### src/rtl/cat_draw.sv
// Cat sprite overlay for the VGA pixel pipeline: ROM addressing, frame select, colour keying and
// the vsync-driven walk-animation sequencer. Every stream signal leaves exactly 2 cycles after entry.
module cat_draw #(
    parameter int          SPR_W     = 64,
    parameter int          SPR_H     = 64,
    parameter logic [11:0] TRANSP    = 12'hF0F,
    parameter int          FRAME_DIV = 8
) (
    input  logic                                     clk60MHz,
    input  logic                                     rst,
    input  logic [10:0]                              hcount_in,
    input  logic [10:0]                              vcount_in,
    input  logic                                     hsync_in,
    input  logic                                     hblnk_in,
    input  logic                                     vsync_in,
    input  logic                                     vblnk_in,
    input  logic [11:0]                              rgb_in,
    input  logic [11:0]                              xpos,
    input  logic [11:0]                              ypos,
    input  logic                                     anim_en,
    output logic [$clog2(SPR_H)+$clog2(SPR_W)-1:0]   rom_addr,
    input  logic [11:0]                              rom_rgb0,
    input  logic [11:0]                              rom_rgb1,
    input  logic [11:0]                              rom_rgb2,
    input  logic [11:0]                              rom_rgb3,
    output logic [1:0]                               frame_idx,
    output logic [10:0]                              hcount_out,
    output logic [10:0]                              vcount_out,
    output logic                                     hsync_out,
    output logic                                     hblnk_out,
    output logic                                     vsync_out,
    output logic                                     vblnk_out,
    output logic [11:0]                              rgb_out
);

    localparam int AX    = $clog2(SPR_W);
    localparam int AY    = $clog2(SPR_H);
    localparam int AW    = AX + AY;
    localparam int DIV_W = (FRAME_DIV > 1) ? $clog2(FRAME_DIV) : 1;
    localparam logic [11:0]      SPR_W12  = 12'(SPR_W);
    localparam logic [11:0]      SPR_H12  = 12'(SPR_H);
    localparam logic [DIV_W-1:0] DIV_LAST = DIV_W'(FRAME_DIV - 1);

    // Timing bundle: {hcount, vcount, hsync, hblnk, vsync, vblnk}
    localparam int TW = 26;

    logic [TW-1:0]    tim_in;
    logic [TW-1:0]    tim_s1_q, tim_s2_q;
    logic [11:0]      rgb_s1_q, rgb_s1_d;
    logic             in_s1_q, in_s1_d;
    logic [AW-1:0]    rom_addr_q, rom_addr_d;
    logic [11:0]      rgb_out_q, rgb_out_d;
    logic             vsync_prev_q;
    logic [DIV_W-1:0] div_q, div_d;
    logic [1:0]       frame_q, frame_d;

    logic [11:0]      dx, dy;
    logic [11:0]      pix;
    logic             vs_edge;

    assign tim_in = {hcount_in, vcount_in, hsync_in, hblnk_in, vsync_in, vblnk_in};

    always_comb begin
        // Stage 1: sprite-relative coordinates; wrap makes left/above positions huge, hence outside.
        dx         = {1'b0, hcount_in} - xpos;
        dy         = {1'b0, vcount_in} - ypos;
        in_s1_d    = (dx < SPR_W12) && (dy < SPR_H12) && !hblnk_in && !vblnk_in;
        rom_addr_d = in_s1_d ? {dy[AY-1:0], dx[AX-1:0]} : '0;
        rgb_s1_d   = rgb_in;

        // Stage 2: ROM data for the address registered in stage 1 is present now.
        case (frame_q)
            2'd0:    pix = rom_rgb0;
            2'd1:    pix = rom_rgb1;
            2'd2:    pix = rom_rgb2;
            default: pix = rom_rgb3;
        endcase
        rgb_out_d = (in_s1_q && (pix != TRANSP)) ? pix : rgb_s1_q;

        // Frame changes only on a vsync rising edge, so a visible frame never tears.
        vs_edge = vsync_in && !vsync_prev_q;
        div_d   = div_q;
        frame_d = frame_q;
        if (vs_edge) begin
            if (!anim_en) begin
                div_d   = '0;
                frame_d = 2'd0;
            end else if (div_q == DIV_LAST) begin
                div_d   = '0;
                frame_d = frame_q + 2'd1;
            end else begin
                div_d   = div_q + 1'b1;
            end
        end
    end

    always_ff @(posedge clk60MHz or posedge rst) begin
        if (rst) begin
            tim_s1_q     <= '0;
            rgb_s1_q     <= '0;
            in_s1_q      <= 1'b0;
            rom_addr_q   <= '0;
            tim_s2_q     <= '0;
            rgb_out_q    <= '0;
            vsync_prev_q <= 1'b0;
            div_q        <= '0;
            frame_q      <= 2'd0;
        end else begin
            tim_s1_q     <= tim_in;
            rgb_s1_q     <= rgb_s1_d;
            in_s1_q      <= in_s1_d;
            rom_addr_q   <= rom_addr_d;
            tim_s2_q     <= tim_s1_q;
            rgb_out_q    <= rgb_out_d;
            vsync_prev_q <= vsync_in;
            div_q        <= div_d;
            frame_q      <= frame_d;
        end
    end

    assign rom_addr   = rom_addr_q;
    assign frame_idx  = frame_q;
    assign rgb_out    = rgb_out_q;
    assign hcount_out = tim_s2_q[25:15];
    assign vcount_out = tim_s2_q[14:4];
    assign hsync_out  = tim_s2_q[3];
    assign hblnk_out  = tim_s2_q[2];
    assign vsync_out  = tim_s2_q[1];
    assign vblnk_out  = tim_s2_q[0];

endmodule

### config.mk
export PLATFORM = sky130hd
export DESIGN_NAME = cat_draw
export DESIGN_NICKNAME = d
export VERILOG_FILES = /design/src/rtl/cat_draw.sv
export SDC_FILE = /design/constraint.sdc
export NUM_CORES = 1
export LEC_CHECK = 0
export BUFFER_PORTS_ARGS = -buffer_cell sky130_fd_sc_hd__buf_2
export CAP_MARGIN = 20
export CORE_ASPECT_RATIO = 0.7
export CORE_UTILIZATION = 45
export CTS_CLUSTER_SIZE = 20
export DETAILED_ROUTE_END_ITERATION = 12
export GPL_TIMING_DRIVEN = 0
export PLACE_DENSITY = 0.74
export SLEW_MARGIN = 10
export SYNTH_ARGS = -nofsm -noshare
export SYNTH_HDL_FRONTEND = slang
export SYNTH_SLANG_ARGS = --single-unit
### constraint.sdc
create_clock -name clk60MHz -period 3.9 [get_ports clk60MHz]
set_input_delay 0.975 -clock clk60MHz [delete_from_list [all_inputs] [get_ports clk60MHz]]
set_output_delay 0.975 -clock clk60MHz [all_outputs]
set_load 0.02 [all_outputs]
==> impl_metrics.env, run 1 <==
export IMPL_io_buffers=164
export IMPL_p_switching_mw=0.708
export IMPL_crit_fanout=10
export IMPL_ys_types=59
export IMPL_outcome="finished clean"
export IMPL_cts_hold_fix_buffers=0
export IMPL_initial_core_util=0.475
export IMPL_crit_family="compound AO/OA/AOI/OAI gates"
export IMPL_clockRootBuffer="clkbuf_16"
export IMPL_switching_share=0.289
export IMPL_dr_pass1_iters=6
export IMPL_clkTransAtPathRegs_ns=0.06
export IMPL_pwr_share_clk=0.366
export IMPL_post_place_ws_ns=0.237
export IMPL_power_density_mw_per_mm2=427
export IMPL_worstPathRequired_ns=4.15
export IMPL_dieHeight_um=84.9
export IMPL_cp_slowest_cell="a2111oi_4"
export IMPL_max_vdd_ir_drop_uv=337
export IMPL_critPathMaxStageDelay_ns=0.54
export IMPL_design_die_area_mm2=0.0102
export IMPL_cp_arrival_ns=3.61
export IMPL_ys_ff_latch=94
export IMPL_path_cells="buf_2 -> inv_1 -> ha_1 -> inv_1 -> fa_1 -> a21o_1 -> a221oi_1 -> nand3b_1 -> a2111oi_4 -> buf_4 -> nand3_1 -> nor4_2"
export IMPL_rr_worst_depth=10
export IMPL_numCtsBuffers=9
export IMPL_p_int_mw=1.74
export IMPL_final_setup_viol_count=0
export IMPL_postRouteWirelength_um=10300
export IMPL_finalInstanceArea_mm2=0.00573
export IMPL_fin_crit_sh=0.863
export IMPL_critPathKind="in2reg"
export IMPL_grt_max_degree=55
export IMPL_gp_congestion=0.996
export IMPL_hold_viol_final=0
export IMPL_max_cap_viol_count=0
export IMPL_synthCells=372
export IMPL_finalSetupTns_ns=0
export IMPL_h_tree_depth=3
export IMPL_grt_overflow_total=0
export IMPL_cts_buffer_depth=2
export IMPL_setup_ws_ns=0.535
export IMPL_nNetsFinal=691
export IMPL_postPlaceCellArea_mm2=0.00542
export IMPL_dp_hpwl_um=8190
export IMPL_combPwrFrac=0.210
export IMPL_post_drt_wl_per_cell_um=15.3
export IMPL_synthToLayoutAreaGrowth_pct=29.8
export IMPL_slew_violations=0
export IMPL_ctsResizeCount=0
export IMPL_cts_setup_buffers=0
export IMPL_fin_crit_ns=3.36
export IMPL_start_kind="primary input"
export IMPL_crit_top_cell="inv_1"
export IMPL_antenna_cells=0
export IMPL_max_freq_mhz=297
export IMPL_rows=29
export IMPL_critPathBufInv=4
export IMPL_hold_path_class="reg2reg"
export IMPL_first_global_vias=3561
export IMPL_yosys_warnings=0
export IMPL_use_met1=0.284
export IMPL_grt_first_pass_wirelength_um=16800
export IMPL_finalPower_mw=2.45
export IMPL_syn_area_mm2=0.00442
export IMPL_syn_num_nets=515
export IMPL_rsz0062_at_grt="false"
export IMPL_grt_usage=0.216
export IMPL_final_util=0.617
export IMPL_clkSinkCount=94
export IMPL_rrSetupSlack_ns=0.90
export IMPL_busiest_layer="met2"
export IMPL_synth_area_per_cell_um2=11.9
export IMPL_critPathLaunch="hcount_in[0]"
export IMPL_clkLatencyLatePin_ns=0.34
export IMPL_cp_depth=12
export IMPL_die_w_um=120
export IMPL_seq_area_frac_synth=0.533
export IMPL_antenna_found_initial=0
export IMPL_power_leakage_nw=2.81
export IMPL_drive_above_1_share=0.394
export IMPL_worst_pin_slew_ns=0.535
export IMPL_r2r_end="rgb_out[9]"
export IMPL_ys_flop_type="dfrtp_1"
export IMPL_antenna_left=0
export IMPL_met2_usage=0.342
export IMPL_cts_tree="yes"
export IMPL_crit_path_end_kind="register"
export IMPL_endpoint="rom_addr[9]"
export IMPL_io_pins=165
export IMPL_vias=3526
export IMPL_grt_met3_usage=0.0558
export IMPL_r2r_start="frame_idx[0]"
export IMPL_drc=0
export IMPL_max_slew_margin=0.641
export IMPL_synth_edf_count=0
export IMPL_clock_skew_final_ns=0.00620
export IMPL_vias_per_cell=5.21
export IMPL_async_flop_share=1.00
export IMPL_design_core_area_mm2=0.00929
export IMPL_seqPwrFrac=0.425
export IMPL_drt_first_iter_violations=223
area by class of cell:
type / count / area (µm²)
Buffer: 13 / 87.6
Clock buffer: 9 / 225
Clock inverter: 7 / 83.8
Fill cell: 791 / 3560
Inverter: 30 / 115
Multi-Input combinational cell: 235 / 1860
Sequential cell: 94 / 2350
Tap cell: 124 / 155
Timing Repair Buffer: 165 / 848
worst min path at each step:
stage / startpoint / to / cells past startpoint
after floorplan: tim_s1_q[0] / tim_s2_q[0] / 0
after global placement: tim_s1_q[0] / tim_s2_q[0] / 0
after detailed placement: tim_s1_q[11] / tim_s2_q[11] / 0
after CTS: tim_s1_q[11] / tim_s2_q[11] / 0
after global routing: tim_s1_q[22] / tim_s2_q[22] / 0
final: tim_s1_q[25] / tim_s2_q[25] / 0
power groups by stage:
stage	clock, mW	sequential (mW)	combinational [mW]
floorplan	0	1.09	0.309
global placement	0	1.06	0.488
detailed placement	0	1.06	0.510
CTS	0.924	1.04	0.514
global route	0.957	1.04	0.570
finish	0.896	1.04	0.513
flip-flops by register name (all words and copies together) (netlist names):
| register | count |
|---|---|
| frame_idx | 2 |
| rgb_s1_q | 12 |
| rom_addr | 12 |
| tim_s2_q | 26 |
| in_s1_q | 1 |
| tim_s1_q | 26 |
| div_q | 3 |
| rgb_out | 12 |
Yosys cell counts (all sizes together), types with 3 or more instances:
master / count / area [µm²]
dfrtp: 94 / 2350
nand2: 32 / 120
inv: 30 / 113
ha: 28 / 350
o21ai: 25 / 136
a21oi: 14 / 73.8
nor2: 14 / 52.6
nor4: 13 / 161
a222oi: 11 / 110
buf: 8 / 68.8
mux2: 8 / 97.6
xnor2: 7 / 61.3
a2111oi: 5 / 81.3
a21o: 5 / 37.5
clkbuf: 5 / 18.8
nand3: 5 / 25.0
nor3: 5 / 25.0
o21a: 5 / 37.5
xor2: 5 / 43.8
a22o: 4 / 35.0
nand2b: 4 / 25.0
a211oi: 3 / 27.5
mux2i: 3 / 30.0
nand3b: 3 / 22.5
nor2b: 3 / 18.8
nor4b: 3 / 26.3
or3: 3 / 18.8
through the flow:
stage / hold slack [ns] / std cells
after floorplan: 0.331 / 372
after detailed placement: 0.335 / 661
after global placement: 0.332 / 660
after global routing: 0.354 / 677
final: 0.349 / 677
after CTS: 0.350 / 677
cells in the final DEF, fill, tap and decap left out, types with 3 or more instances in the layout:
cell / n
buf_4: 4
clkbuf_1: 5
inv_1: 29
inv_6: 4
a21oi_1: 13
or3_1: 3
nand2_1: 32
nor3_1: 5
mux2i_1: 3
a21o_1: 5
nand2b_1: 4
nand3_1: 5
mux2_2: 6
xor2_1: 5
nor4_1: 3
buf_2: 165
nor2b_1: 3
nor4_2: 8
dfrtp_1: 94
a222oi_1: 11
buf_6: 3
o21a_1: 5
a22o_1: 4
nand3b_1: 3
nor2_1: 14
xnor2_1: 7
a2111oi_2: 3
clkbuf_16: 9
nor4b_1: 3
ha_1: 28
o21ai_0: 22
cell families after synthesis:
group | synth area share
DFF | 0.533
and+or+nand+nor | 0.126
AOI/OAI and AO/OA | 0.155
buffers and inverters | 0.0453
adders and majority gates | 0.0884
xor gates and xnor gates | 0.0238
muxes | 0.0289
worst register-to-register path, cell delays in order, from the launching register on:
cell,delay (ns)
dfrtp_1,0.44
inv_1,0.11
ha_1,0.24
buf_4,0.18
a22o_1,0.21
a211oi_1,0.31
nor4b_1,0.37
a41oi_1,0.17
o21ai_4,0.36
buf_6,0.20
mux2_4,0.31
layer usage:
| metal | part of all wire | routed length (µm) |
|---|---|---|
| met5 | 0 | 0 |
| met4 | 0.023 | 242 |
| met3 | 0.067 | 694 |
| met2 | 0.46 | 4790 |
| met1 | 0.45 | 4600 |
(Power assumes the default switching activity.)
==> inputs of run 2 (changes only) <==
--- a/config.mk
+++ b/config.mk
@@ -5,6 +5,7 @@
 export SDC_FILE = /design/constraint.sdc
 export NUM_CORES = 1
 export LEC_CHECK = 0
+export ABC_AREA = 1
 export BUFFER_PORTS_ARGS = -buffer_cell sky130_fd_sc_hd__buf_2
 export CAP_MARGIN = 20
 export CORE_ASPECT_RATIO = 0.7
==> run 2 against run 1 <==
- count of clock-buffer cells in the layout increased by 2
- core utilization down 1.7 points
- clock power shrank 8.6%
- non-clock buffer count fell by 4
- critical path type unchanged
- largest power group unchanged
==> impl_metrics.env, run 2 <==
export IMPL_first_global_vias=3868
export IMPL_clock_skew_final_ns=0.00950
export IMPL_rows=30
export IMPL_cts_buffer_depth=2
export IMPL_numCtsBuffers=9
export IMPL_power_density_mw_per_mm2=407
export IMPL_fin_crit_sh=0.685
export IMPL_netlist_top_cells_area="dfrtp_1, nand2_1, ha_1"
export IMPL_min_delay_start="tim_s1_q[18]"
export IMPL_antenna_cells=0
export IMPL_grt_overflow_total=0
export IMPL_drc=0
export IMPL_holdPathStages=0
export IMPL_die_w_um=123
export IMPL_fin_crit_ns=2.67
export IMPL_antenna_left=0
export IMPL_synth_xor_area_share=0.0153
export IMPL_r2r_start="frame_idx[0]"
export IMPL_final_setup_viol_count=0
export IMPL_synth_compound_area_frac=0.0596
export IMPL_synthTopCellsByCount="nand2_1, dfrtp_1, inv_1"
export IMPL_yosys_warnings=0
export IMPL_hold_path_class="reg2reg"
export IMPL_post_drt_wl_per_cell_um=12.8
export IMPL_r2r_end="rgb_out[7]"
export IMPL_max_slew_margin=0.691
export IMPL_dp_hpwl_um=8590
export IMPL_max_cap_viol_count=0
export IMPL_critPathKind="in2reg"
export IMPL_ctsResizeCount=0
export IMPL_grt_max_degree=61
export IMPL_worstPathRequired_ns=4.17
export IMPL_start_kind="primary input"
export IMPL_ys_ff_latch=94
export IMPL_drive_above_1_share=0.316
export IMPL_antenna_found_initial=0
export IMPL_nNetsFinal=837
export IMPL_switching_share=0.297
export IMPL_grt_first_pass_wirelength_um=17200
export IMPL_hold_viol_final=0
export IMPL_synth_top_family_by_area="simple AND/OR/NAND/NOR gates"
export IMPL_post_place_ws_ns=0.887
export IMPL_final_common_cell="buf_2"
export IMPL_design_core_area_mm2=0.00980
export IMPL_initial_core_util=0.467
export IMPL_synth_area_per_cell_um2=8.84
export IMPL_power_leakage_nw=3.29
export IMPL_finalPower_mw=2.39
export IMPL_cp_arrival_ns=2.94
export IMPL_io_pins=165
export IMPL_gp_congestion=0.900
export IMPL_combPwrFrac=0.222
export IMPL_postRouteWirelength_um=10600
export IMPL_ys_types=32
export IMPL_ys_flop_type="dfrtp_1"
export IMPL_drt_first_iter_violations=267
export IMPL_design_die_area_mm2=0.0106
export IMPL_final_util=0.600
export IMPL_dr_pass1_iters=5
export IMPL_rr_worst_depth=11
export IMPL_p_int_mw=1.68
export IMPL_synthToLayoutAreaGrowth_pct=28.3
export IMPL_vias=3959
export IMPL_h_tree_depth=3
export IMPL_grt_usage=0.210
export IMPL_synth_top_cell_area_share=0.514
export IMPL_top_regs="tim_s1_q x26, tim_s2_q x26"
export IMPL_seq_area_frac_synth=0.514
export IMPL_clkSinkCount=94
export IMPL_setup_ws_ns=1.23
export IMPL_clockRootBuffer="clkbuf_16"
export IMPL_slew_violations=0
export IMPL_rsz0062_at_grt="false"
export IMPL_syn_num_nets=661
export IMPL_cts_tree="yes"
export IMPL_synth_edf_count=0
export IMPL_crit_path_end_kind="register"
export IMPL_worst_pin_slew_ns=0.464
export IMPL_p_switching_mw=0.710
export IMPL_syn_area_mm2=0.00458
export IMPL_synth_fa_ha_area_frac=0.0852
export IMPL_dieHeight_um=86.4
export IMPL_max_vdd_ir_drop_uv=248
export IMPL_cts_hold_fix_buffers=0
export IMPL_async_flop_share=1.00
export IMPL_pwr_share_clk=0.343
export IMPL_io_buffers=164
export IMPL_min_to="tim_s2_q[18]"
export IMPL_synthMuxAreaShare=0
export IMPL_max_freq_mhz=375
export IMPL_crit_fanout=10
export IMPL_outcome="finished clean"
export IMPL_rrSetupSlack_ns=1.68
export IMPL_yosysMostFrequentCell="nand2_1"
export IMPL_fill_cells=883
export IMPL_yosysTopAreaCell="dfrtp_1"
export IMPL_vias_per_cell=4.79
export IMPL_clkLatencyLatePin_ns=0.34
export IMPL_yosys_area_share_simple=0.254
export IMPL_cts_setup_buffers=0
export IMPL_seqPwrFrac=0.435
export IMPL_final_cell_mix="buf_2, nand2_1, dfrtp_1"
export IMPL_clkTransAtPathRegs_ns=0.06
export IMPL_synthCells=518
[run 2: cell types whose count changed after synthesis, sizes merged, moves of 8 or more]
| cell | previous run | this run |
|---|---|---|
| a222oi | 11 | 0 |
| a31oi | 1 | 10 |
| inv | 30 | 70 |
| mux2 | 8 | 0 |
| nand2 | 32 | 162 |
| nand3 | 5 | 35 |
| nor2 | 14 | 49 |
| nor4 | 13 | 0 |
| o21ai | 25 | 6 |
[run 2: power groups by stage]
stage          sequential (mW)  clock (mW)  combinational (mW)
2_1_floorplan             1.09           0               0.325
3_3_place_gp              1.06           0               0.513
3_5_place_dp              1.06           0               0.530
4_1_cts                   1.04       0.850               0.533
5_1_grt                   1.05       0.890               0.601
6_report                  1.04       0.819               0.532
[run 2: stage by stage]
stage	hold WS [ns]	setup TNS [ns]	area, µm²	instances
2_1_floorplan	0.331	0	4580	518
3_3_place_gp	0.332	-38.65	5560	810
3_5_place_dp	0.335	0	5590	811
4_1_cts	0.348	0	5880	827
5_1_grt	0.351	0	5880	827
6_report	0.346	0	5880	827
[run 2: final cells by class]
| type | instances | area (µm²) | share of cell area |
|---|---|---|---|
| flip-flops and latches | 94 | 2350 | 0.400 |
| clock buffers | 11 | 243 | 0.0413 |
| plain buffers | 9 | 65.1 | 0.0111 |
| inverters | 70 | 268 | 0.0456 |
| multi-input cells | 345 | 1900 | 0.323 |
| repair buffers | 165 | 848 | 0.144 |
| well taps | 128 | 160 | 0.0273 |
| clock inverters | 5 | 42.5 | 0.00724 |
[run 2: critical path, stage by stage]
cell     delay (ns)
buf_2          0.10
inv_1          0.05
ha_1           0.14
inv_1          0.08
fa_1           0.44
nand2_1        0.09
nand2_1        0.08
nand3_1        0.10
nand2_1        0.07
nand2_1        0.07
nand4_1        0.12
nor2_1         0.12
nand2_1        0.08
nor2_2         0.09
nand2_2        0.08
buf_6          0.17
nor2_2         0.08
[run 2: cells by family (layout without fill, tap and decap cells)]
logic type                 Yosys count  after routing
xor gates and xnor gates             8              8
DFF                                 94             94
adders and majority gates           30             30
and+or+nand+nor                    262            262
AOI/OAI and AO/OA                   45             45
buffers and inverters               79            260
[run 2: worst max path at each step]
stage / cells after the start / end / start / slack [ns]
after floorplan: 1 / div_q[0] / rst / 0.48
after CTS: 17 / rom_addr[2] / hcount_in[0] / 1.23
after global placement: 2 / tim_s2_q[9] / rst / -0.42
after global routing: 17 / rom_addr[5] / hcount_in[0] / 1.04
after detailed placement: 17 / rom_addr[2] / hcount_in[0] / 0.89
final: 17 / rom_addr[4] / vcount_in[0] / 1.23
[run 2: layer usage]
metal / vias up / track usage / routed length [µm]
li1: 1990 / - / -
met1: 1828 / 0.278 / 4990
met2: 123 / 0.336 / 4700
met3: 18 / 0.0507 / 705
met4: 0 / 0.0710 / 164
met5: - / 0 / 0
==> inputs of run 3 (changes only) <==
--- a/config.mk
+++ b/config.mk
@@ -13,7 +13,7 @@
 export CTS_CLUSTER_SIZE = 20
 export DETAILED_ROUTE_END_ITERATION = 12
 export GPL_TIMING_DRIVEN = 0
-export PLACE_DENSITY = 0.74
+export PLACE_DENSITY = 0.76
 export SLEW_MARGIN = 10
 export SYNTH_ARGS = -nofsm -noshare
 export SYNTH_HDL_FRONTEND = slang
==> constraint.sdc (replaced) <==
create_clock -name clk60MHz -period 2.16 [get_ports clk60MHz]
set_input_delay 0.54 -clock clk60MHz [delete_from_list [all_inputs] [get_ports clk60MHz]]
set_output_delay 0.54 -clock clk60MHz [all_outputs]
set_load 0.02 [all_outputs]
==> run 3 against run 2 <==
- the flow now finishes with violations (negative setup slack)
- hold slack worse by 0.048 ns
- largest cell class unchanged
- die area unchanged
- core utilization up 3.3 points
- count of clock-buffer cells in the layout down 2
- critical path depth unchanged
- global-route usage up 0.25 points
==> impl_metrics.env, run 3 (synthesis gave the netlist of run 2 again) <==
export IMPL_fin_crit_ns=2.22
export IMPL_gp_congestion=0.905
export IMPL_hold_path_class="in2async"
export IMPL_clkTransAtPathRegs_ns=0.07
export IMPL_max_cap_viol_count=0
export IMPL_power_leakage_nw=3.40
export IMPL_drt_first_iter_violations=186
export IMPL_hold_viol_final=0
export IMPL_slew_violations=0
export IMPL_worstPathRequired_ns=2.44
export IMPL_max_slew_margin=0.547
export IMPL_rr_worst_depth=12
export IMPL_dieHeight_um=86.4
export IMPL_dp_hpwl_um=8540
export IMPL_final_setup_viol_count=11
export IMPL_grt_usage=0.212
export IMPL_power_density_mw_per_mm2=719
export IMPL_crit_fanout=5
export IMPL_dp_cells=812
export IMPL_top_regs="tim_s1_q x26, tim_s2_q x26"
export IMPL_cp_slowest_cell="fa_2"
export IMPL_final_cell_mix="buf_2, nand2_1, dfrtp_1"
export IMPL_drc=0
export IMPL_die_w_um=123
export IMPL_design_die_area_mm2=0.0106
export IMPL_cp_arrival_ns=2.50
export IMPL_design_core_area_mm2=0.00980
export IMPL_numCtsBuffers=9
export IMPL_max_vdd_ir_drop_uv=423
export IMPL_post_drt_wl_per_cell_um=13.3
export IMPL_setup_ws_ns=-0.0614
export IMPL_grt_max_degree=40
export IMPL_synthToLayoutAreaGrowth_pct=35.4
export IMPL_violations="negative setup slack"
export IMPL_clock_skew_final_ns=0.00512
export IMPL_antenna_left=0
export IMPL_postRouteWirelength_um=11100
export IMPL_antenna_found_initial=0
export IMPL_crit_top_cell="nand2_1"
export IMPL_initial_core_util=0.467
export IMPL_multi_input_area_mm2=0.00205
export IMPL_clkSinkCount=94
export IMPL_fin_crit_sh=1.03
export IMPL_rsz0062_at_grt="true"
export IMPL_vias=4050
export IMPL_worst_pin_slew_ns=0.678
export IMPL_nNetsFinal=848
export IMPL_final_cells=838
export IMPL_max_freq_mhz=450
export IMPL_postPlaceCellArea_mm2=0.00561
export IMPL_finalInstanceArea_mm2=0.00620
export IMPL_p_switching_mw=1.38
export IMPL_first_global_vias=3895
export IMPL_h_tree_depth=3
export IMPL_cts_buffer_depth=2
export IMPL_critPathMaxStageDelay_ns=0.41
export IMPL_clockRootBuffer="clkbuf_16"
export IMPL_dr_pass1_iters=4
export IMPL_regArea_mm2=0.00235
export IMPL_grt_first_pass_wirelength_um=17400
export IMPL_antenna_cells=0
export IMPL_r2r_start="frame_idx[0]"
export IMPL_switching_share=0.309
export IMPL_outcome="finished, violations left"
export IMPL_critPathBufInv=4
export IMPL_clkLatencyLatePin_ns=0.34
export IMPL_crit_path_end_kind="register"
export IMPL_io_buffers=164
export IMPL_vias_per_cell=4.83
export IMPL_pwr_share_clk=0.339
export IMPL_crit_family="simple AND/OR/NAND/NOR gates"
export IMPL_p_int_mw=3.08
export IMPL_grt_overflow_total=0
export IMPL_start_kind="primary input"
export IMPL_io_pins=165
export IMPL_rrSetupSlack_ns=0.11
export IMPL_final_common_cell="buf_2"
export IMPL_seqPwrFrac=0.422
export IMPL_critPathKind="in2reg"
export IMPL_drive_above_1_share=0.368
export IMPL_r2r_end="rgb_out[10]"
export IMPL_combPwrFrac=0.239
export IMPL_fill_cells=824
export IMPL_path_cells="buf_6 -> inv_4 -> ha_4 -> inv_4 -> fa_2 -> nand2_1 -> nand2_2 -> nand3_2 -> nand2_1 -> nand2_1 -> nand4_1 -> nor2_1 -> nand2_1 -> nor2_2 -> nand2_4 -> clkbuf_16 -> nor2_4"
export IMPL_cts_tree="yes"
export IMPL_rows=30
-- run 3: worst max path at each step --
stage | endpoint | depth (start not counted) | start | slack, ns
after floorplan | rom_addr[5] | 16 | vcount_in[0] | 0.02
after global placement | rom_addr[9] | 17 | hcount_in[0] | -0.38
after detailed placement | rom_addr[10] | 17 | vcount_in[0] | -0.42
after CTS | rgb_out[10] | 11 | frame_idx[0] | 0.01
after global routing | rom_addr[6] | 17 | vcount_in[0] | -0.16
final | rom_addr[6] | 17 | vcount_in[0] | -0.06
-- run 3: layout make-up --
| type | instances | area share |
|---|---|---|
| Multi-Input combinational cell | 345 | 0.330 |
| Clock inverter | 7 | 0.0101 |
| Timing Repair Buffer | 176 | 0.158 |
| Buffer | 9 | 0.0153 |
| Sequential cell | 94 | 0.379 |
| Tap cell | 128 | 0.0258 |
| Clock buffer | 9 | 0.0363 |
| Inverter | 70 | 0.0446 |
-- run 3: per-layer routing --
metal / GRT usage / part of all wire / up-vias
met1: 0.276 / 0.47 / 1871
met4: 0.0632 / 0.017 / 0
met2: 0.338 / 0.45 / 143
li1: - / - / 2014
met3: 0.0678 / 0.069 / 22
met5: 0 / 0 / -
-- run 3: repair_timing --
item | in CTS | in global routing
cloned | 0 | 2
gates resized for setup | 10 | 43
pin swaps | 2 | 11
buffers inserted | 3 | 5
setup endpoints to repair | 21 | 25
hold buffers | 0 | 0
-- run 3: power by group through the flow --
| stage | clock (mW) | sequential [mW] | combinational [mW] |
|---|---|---|---|
| 2_1_floorplan | 0 | 1.97 | 0.587 |
| 3_3_place_gp | 0 | 1.91 | 0.920 |
| 3_5_place_dp | 0 | 1.91 | 0.953 |
| 4_1_cts | 1.55 | 1.88 | 0.974 |
| 5_1_grt | 1.63 | 1.89 | 1.19 |
| 6_report | 1.51 | 1.88 | 1.07 |
-- run 3: stage by stage --
stage / util / setup TNS [ns] / hold slack [ns] / setup WS, ns / power (mW)
final: 0.633 / -0.250 / 0.298 / -0.0614 / 4.45
after floorplan: - / 0 / 0.331 / 0.0159 / 2.55
after detailed placement: 0.572 / -4.73 / 0.335 / -0.424 / 2.87
after global placement: 0.568 / -7.99 / 0.332 / -0.383 / 2.83
after global routing: 0.633 / -1.62 / 0.283 / -0.162 / 4.70
after CTS: 0.607 / 0 / 0.289 / 0.0124 / 4.41
